$ cat config.mk
export PLATFORM = sky130hd
export DESIGN_NAME = spiking_lif_pe
export DESIGN_NICKNAME = d
export VERILOG_FILES = /design/src/rtl/spiking_lif_pe.sv
export SDC_FILE = /design/constraint.sdc
export NUM_CORES = 1
export LEC_CHECK = 0
export ABC_AREA = 1
export BUFFER_PORTS_ARGS = -buffer_cell sky130_fd_sc_hd__buf_4
export CAP_MARGIN = 15
export CORE_MARGIN = 2
export CORE_UTILIZATION = 55
export CTS_CLUSTER_SIZE = 24
export DETAILED_ROUTE_END_ITERATION = 8
export GPL_ROUTABILITY_DRIVEN = 0
export GPL_TIMING_DRIVEN = 0
export PLACE_DENSITY = 0.78
export SETUP_SLACK_MARGIN = 0.1
export SLEW_MARGIN = 15
export SYNTH_ARGS = -nofsm -noshare
export SYNTH_HDL_FRONTEND = slang
export SYNTH_SLANG_ARGS = --single-unit
export TNS_END_PERCENT = 20
$ cat constraint.sdc
create_clock -name clk -period 8.98 [get_ports clk]
set_input_delay 0.449 -clock clk [delete_from_list [all_inputs] [get_ports clk]]
set_output_delay 0.449 -clock clk [all_outputs]
set_load 0.01 [all_outputs]
$ cat src/rtl/spiking_lif_pe.sv
// Leaky integrate-and-fire processing element for a systolic spiking array.
// Integrates weighted row spikes, leaks/fires on step_end, forwards row/col east/south.
module spiking_lif_pe #(
  parameter int DATA_WIDTH   = 16,
  parameter int ACC_WIDTH    = 24,
  parameter int LEAK_SHIFT   = 4,
  parameter int RESET_MODE   = 0,
  parameter int REFRAC_STEPS = 2,
  parameter int CNT_WIDTH    = 8
) (
  input  logic                  clk,
  input  logic                  rst,
  input  logic                  in_valid,
  input  logic                  in_row,
  input  logic [DATA_WIDTH-1:0] in_col,
  input  logic                  step_end,
  input  logic [ACC_WIDTH-1:0]  threshold,
  output logic                  out_valid,
  output logic                  out_row,
  output logic [DATA_WIDTH-1:0] out_col,
  output logic                  out_spike,
  output logic [ACC_WIDTH-1:0]  out_data,
  output logic [CNT_WIDTH-1:0]  spike_cnt
);

  localparam logic signed [ACC_WIDTH-1:0] ACC_MAX = {1'b0, {(ACC_WIDTH-1){1'b1}}};
  localparam logic signed [ACC_WIDTH-1:0] ACC_MIN = {1'b1, {(ACC_WIDTH-1){1'b0}}};

  // One guard bit is enough for a single add/subtract; clamp when it disagrees with the MSB.
  function automatic logic signed [ACC_WIDTH-1:0] sat(input logic signed [ACC_WIDTH:0] x);
    if (x[ACC_WIDTH] != x[ACC_WIDTH-1])
      return x[ACC_WIDTH] ? ACC_MIN : ACC_MAX;
    return x[ACC_WIDTH-1:0];
  endfunction

  function automatic logic signed [ACC_WIDTH:0] ext(input logic signed [ACC_WIDTH-1:0] a);
    return {a[ACC_WIDTH-1], a};
  endfunction

  logic signed [DATA_WIDTH-1:0] col_s;
  logic signed [ACC_WIDTH-1:0]  v;
  logic signed [ACC_WIDTH-1:0]  c;
  logic signed [ACC_WIDTH-1:0]  s;
  logic signed [ACC_WIDTH-1:0]  shifted;
  logic signed [ACC_WIDTH-1:0]  lk;
  logic signed [ACC_WIDTH-1:0]  residue;
  logic signed [ACC_WIDTH-1:0]  thr;
  logic [3:0]                   refrac;
  logic                         fire;

  assign col_s    = in_col;
  assign out_data = v;

  always_comb begin
    thr     = threshold;
    c       = '0;
    if (in_valid && in_row && (refrac == '0))
      c = ACC_WIDTH'(col_s);
    s       = sat(ext(v) + ext(c));
    shifted = s >>> LEAK_SHIFT;
    lk      = (LEAK_SHIFT == 0) ? s : sat(ext(s) - ext(shifted));
    residue = sat(ext(lk) - ext(thr));
    fire    = (lk >= thr);
  end

  always_ff @(posedge clk) begin
    if (rst) begin
      out_valid <= 1'b0;
      out_row   <= 1'b0;
      out_col   <= '0;
      out_spike <= 1'b0;
      v         <= '0;
      refrac    <= '0;
      spike_cnt <= '0;
    end else begin
      out_valid <= in_valid;
      out_row   <= in_row;
      out_col   <= in_col;
      out_spike <= 1'b0;
      if (!step_end) begin
        v <= s;
      end else if (refrac != '0) begin
        v      <= '0;
        refrac <= refrac - 4'd1;
      end else if (fire) begin
        out_spike <= 1'b1;
        v         <= (RESET_MODE != 0) ? residue : '0;
        refrac    <= 4'(REFRAC_STEPS);
        if (spike_cnt != '1)
          spike_cnt <= spike_cnt + CNT_WIDTH'(1);
      end else begin
        v <= lk;
      end
    end
  end

endmodule

# Yosys cells after proc, flatten, opt, wreduce, memory -nomap -nowiden
# Cells that the tools add are included.
# W data, S select, Z words.
# totals
regBits	55
input_bits	45
out_inout_bits	51
wordCells	40
# op_classes
addsub	4
order_cmp	1
n_eq_ne	3
mux	15
bitwise_logic	2
reduce_logical	8
# ops
op	n
$mux W24	10
$add A24 B24 Y25	1
$sub A24 B20 Y25	1
$ge A24 B24 Y1	1
$add A8 B1 Y8 const B	1
$mux W4	2
$ne A8 B8 Y1 const B	1
$logic_not A4 Y1	1
$reduce_and A4 Y1	1
$reduce_bool A4 Y1	1
$sub A4 B1 Y4 const B	1
$mux W1	3
$reduce_or A3 Y1	1
$logic_and A1 B1 Y1	2
$ne A1 B1 Y1	2
$not A1 Y1	2
$reduce_and A2 Y1	1
$reduce_bool A2 Y1	1

# Depth between registers and ports, before layout
# logic_depth
word_depth	15
mapped_depth	51
mapped_depth_nobuf	48

# Least setup slack after synthesis
# No wires, ideal clock.
# synth_path
kind	register -> register
from	register refrac[0]
to	register v[11], in the netlist out_data[11]
setup_time_ns	0.070
t_arrival_ns	6.492
t_required_ns	8.910
setup_slack_ns	2.417
stages_incl_launch_ff	49
path_buffers	5
synth_period_minus_slack_ns	6.563
path_cell_list	dfxtp_1 > inv_1 > ha_1 > nand2_4 > nor2_4 > inv_1 > clkbuf_1 > nor2_1 > ha_1 > clkbuf_1 > nand2_1 > nor2_1 > nand4_1 > nand3_1 > nand2_1 > nand2_1 > nand2_2 > nand2_1 > [... 13 more ...] > nand3_1 > nand2_1 > nor2_1 > buf_2 > a21oi_1 > ha_1 > inv_1 > nor2_1 > o21ai_0 > a21oi_1 > o211ai_1 > nand3_1 > nand2_1 > nand3_1 > nor3_1 > clkbuf_1 > nand2_1 > a21oi_1
# synth_between
elab_chain_cells	15
elab_cells_between_ends	20
cone_classes	add/sub: 2; order compare: 1; eq/ne: 2; mux: 12; reduce/logical: 3
# synth_rtl
element	line	text
start: declaration	48	logic [3:0] refrac;
start signal: assignment	84	refrac <= refrac - 4'd1;
start signal: assignment	88	refrac <= 4'(REFRAC_STEPS);
$logic_not A4 Y1	57	if (in_valid && in_row && (refrac == '0))
$logic_and A1 B1 Y1	57	
$mux W24	57	
$add A24 B24 Y25	59	s = sat(ext(v) + ext(c));
$mux W24 or $ne A1 B1 Y1 (tied branches)	32, 31	
$mux W24 or $mux W1 (tied branches)	31	if (x[ACC_WIDTH] != x[ACC_WIDTH-1])
$mux W24	33	return x[ACC_WIDTH-1:0];
$sub A24 B20 Y25	61	lk = (LEAK_SHIFT == 0) ? s : sat(ext(s) - ext(shifted));
$mux W24 or $ne A1 B1 Y1 (tied branches)	32, 31	
$mux W24 or $mux W1 (tied branches)	31	
$mux W24	33	
$ge A24 B24 Y1	63	fire = (lk >= thr);
$mux W24	85	end else if (fire) begin
$mux W24	82	end else if (refrac != '0) begin
$mux W24 (*)	80	if (!step_end) begin
end signal: assignment	81	v <= s;
end signal: assignment	87	v <= (RESET_MODE != 0) ? residue : '0;
end signal: assignment	92	v <= lk;
end: declaration	41	logic signed [ACC_WIDTH-1:0] v;
# Every way passes the cells marked *; elsewhere a longest branch is shown, timed or not. The select of a mux whose other input is x is not followed.
# A chain may end at the register's enable or synchronous reset.

# Final worst setup path
# layout_path
from	register refrac[0]
to	register v[5], in the netlist out_data[5]
# The elaborated chain is that of the path after synthesis.

==> qor.log <==
[outcome] run status finished, final reports clean
[setup_path] Worst EP required 9.20 ns
[sta] worst relative slew slack 58.2%
[sta] final clock skew 0.0119 ns
[route] number of DRC violations after detailed-routing iteration 0 358
[synth] post-synthesis net count 988
[clocking] root cell of the clock tree sky130_fd_sc_hd__clkbuf_8
[route] Pre-Repair DR Iteration Count 5
[setup_path] Top delay family on crit path simple AND/OR/NAND/NOR gates
[sta] fraction of the cycle the final worst path needs 91.0%
[route] met3 wire length 1180 microns
[synth] fraction of synthesized cell area taken by the top area cell type 19.6%
[synth] post-synthesis sequential element count 55
[synth] part of the Yosys area used for sequential elements 19.6%
[synth] async set-or-reset flop fraction in the synthesized netlist 0%
[synth] total of warnings raised by yosys 0
[floorplan] width of the die 105 microns
[sta] setup_tns 0 ns
[placed_design] half-perimeter wire length after detailed placement 12700 microns
[grt] global-route wire length before repair 25100 microns
[cells_and_area] count of fill cells added during filler insertion 934
[floorplan] Std-Cell Rows 36
[setup_path] crit start category flop
[sta] number of slew-limit violations in the final report 0
[grt] largest net degree at the start of global routing 16
[min_path] Min-Delay Path Class in -> reg
[floorplan] Die Height 105 microns
[synth] synthesized area 5630 sq um
[cells_and_area] most common cell after layout, fill and taps aside sky130_fd_sc_hd__nand2_1
[setup_path] number of buffers and inverters on the critical path 8
[route] routed length per instance 13.5 microns
[clocking] H-tree depth reported by CTS 2
[setup_path] category of the most critical setup path reg -> reg
[placed_design] PortBufs 93
[sta] Min Clock Period, post-route 8.17 ns
[route] post-detailed-route DRC marker count 0
[grt] number of global-route vias before repair 5440
[synth] number of library cell types mapped by synthesis 40
[synth] biggest area contributors in the synthesized netlist sky130_fd_sc_hd__dfxtp_1 (20%), sky130_fd_sc_hd__ha_1 (14%), sky130_fd_sc_hd__nand2_1 (13%)
[setup_path] register-to-register setup slack 0.81 ns
[route] top sig layer met4
[setup_path] highest cell delay on the worst timing path 0.38 ns
[synth] mean cell area of the mapped netlist 6.43 sq um
[cells_and_area] antenna fix cells 0
[route] metal1 wirelength 7010 microns
[synth] EDFF count, synth 0
[clocking] later-pin clock latency in the skew report 0.32 ns
[route] Via-to-Cell Ratio 5.39
[route] number of routed nets with antenna violations 0
[sta] Max Fclk 122 MHz
[floorplan] overall die area 11100 sq um
[sta] RSZ-0062 raised after global routing no
[setup_path] kind of capture point of the worst setup path flop
[synth] Yosys top cell by area sky130_fd_sc_hd__dfxtp_1
[clocking] CTS buffer count 5
[setup_path] critical path fanouts, max 10
[route] count of vias placed by the detailed router 5983
[grt] GRT Total Usage 27.5%
[run] max capacitance violation total 0
[sta] hold violation total from the final report 0
[setup_path] Max stage delay cell, worst path sky130_fd_sc_hd__nor3_2
[floorplan] number of top-level pins 96
[clocking] number of clock sinks 55
[grt] GR Overflow Total 0
[synth] Top FF cell, synth sky130_fd_sc_hd__dfxtp_1
[synth] number of cells produced by synthesis 876
[grt] number of antenna violations at the first check in global routing 0
[floorplan] starting density of the core 57.1%
[sta] pin slew with the least headroom to its limit 0.627 ns
[clocking] TritonCTS clock tree built
[clocking] Max clock buf depth 2
[route] DRT Wirelength 15000 microns
[setup_path] most frequent cell on the critical path sky130_fd_sc_hd__nand2_1
[setup_path] data arrival time at the worst-slack endpoint 8.40 ns
[route] met2 layer wire length in the routed design 6330 microns
[floorplan] core box area 9860 sq um
[sta] endpoints failing setup 0
[cells_and_area] area growth from synthesis to final layout 17.3%
[cells_and_area] share of layout cells above drive strength 1 15.4%
[cells_and_area] nets 1088
[clocking] clk slew on worst S/H paths 0.10 ns
[cells_and_area] commonest cells after routing, fill and taps aside sky130_fd_sc_hd__nand2_1 (193), sky130_fd_sc_hd__inv_1 (121), sky130_fd_sc_hd__a21oi_1 (107)
==> through the flow <==
step / instances / hold slack, ns / setup WS [ns] / utilization, % / cell area, sq um
floorplan: 876 / 0.441 / 2.42 / - / 5630
global placement: 1102 / 0.451 / 0.723 / 65.9 / 6500
detailed placement: 1102 / 0.466 / 0.580 / 65.9 / 6500
CTS: 1109 / 0.330 / 0.530 / 66.9 / 6600
global route: 1109 / 0.352 / 0.188 / 67.0 / 6610
finish: 1109 / 0.329 / 0.809 / 67.0 / 6610
==> cell families after synthesis <==
group                    synth area share, %
buffers and inverters                   10.3
AND/OR/NAND/NOR                         31.7
adder cells (fa/ha/maj)                 15.2
AO/OA/AOI/OAI                           16.1
flip-flops                              19.6
XOR/XNOR                                7.15
==> flip-flops by register name, summed over array words and instances (netlist names) <==
register	flops
spike_cnt	8
refrac	4
out_col	16
out_spike	1
out_data	24
out_row	1
out_valid	1
==> metal layers <==
metal / GRT usage (%) / vias to the layer above
met1: 38.8 / 2638
met5: 0 / -
li1: - / 3081
met4: 9.43 / 0
met3: 3.56 / 30
met2: 42.9 / 234
==> area by class of cell <==
cell class	count	area, sq um	area share (%)
inverters	123	462	6.99
repair buffers	93	698	10.6
clock inverters	1	30.0	0.455
clock buffers	6	72.6	1.10
well taps	133	166	2.52
multi-input cells	677	3960	59.9
plain buffers	21	121	1.84
flip-flops and latches	55	1100	16.7
==> what timing repair did <==
item | CTS | global route
setup endpoints to repair | 0 | 20
gates resized for setup | 0 | 6
hold endpoints to repair | 0 | 0
buffers inserted | 0 | 0
hold buffers | 0 | 0
==> worst reg2reg max path: cells and delay by family, from the launching register on <==
| family | cells | cell delay (ns) |
|---|---|---|
| AO/OA/AOI/OAI | 7 | 1.34 |
| buffers and inverters | 8 | 1.63 |
| adder cells (fa/ha/maj) | 4 | 1.23 |
| AND/OR/NAND/NOR | 28 | 3.50 |
| flip-flops | 1 | 0.35 |
==> path summary, 6_finish.rpt <==
kind              startpoint  cells after the start          end
setup / recovery   refrac[0]                     47  out_data[5]
hold reg to reg    refrac[0]                      2    refrac[0]
setup reg to reg   refrac[0]                     47  out_data[5]
hold / removal        in_row                      3      out_row
==> cell usage after synthesis, drive strengths merged, types with 3 or more instances <==
cell type	count
clkbuf	9
o21bai	8
a21oi	107
dfxtp	55
nand4	17
nand2	215
inv	121
a21o	3
xor2	27
nor3	7
nand3b	5
o41ai	4
o21ai	31
nand3	69
a21boi	3
buf	12
xnor2	19
a31oi	4
nor2	82
ha	65
Power is left out: the tool's default activity adds up to more than one toggle a clock period on the data nets, which glitch-free logic cannot reach.
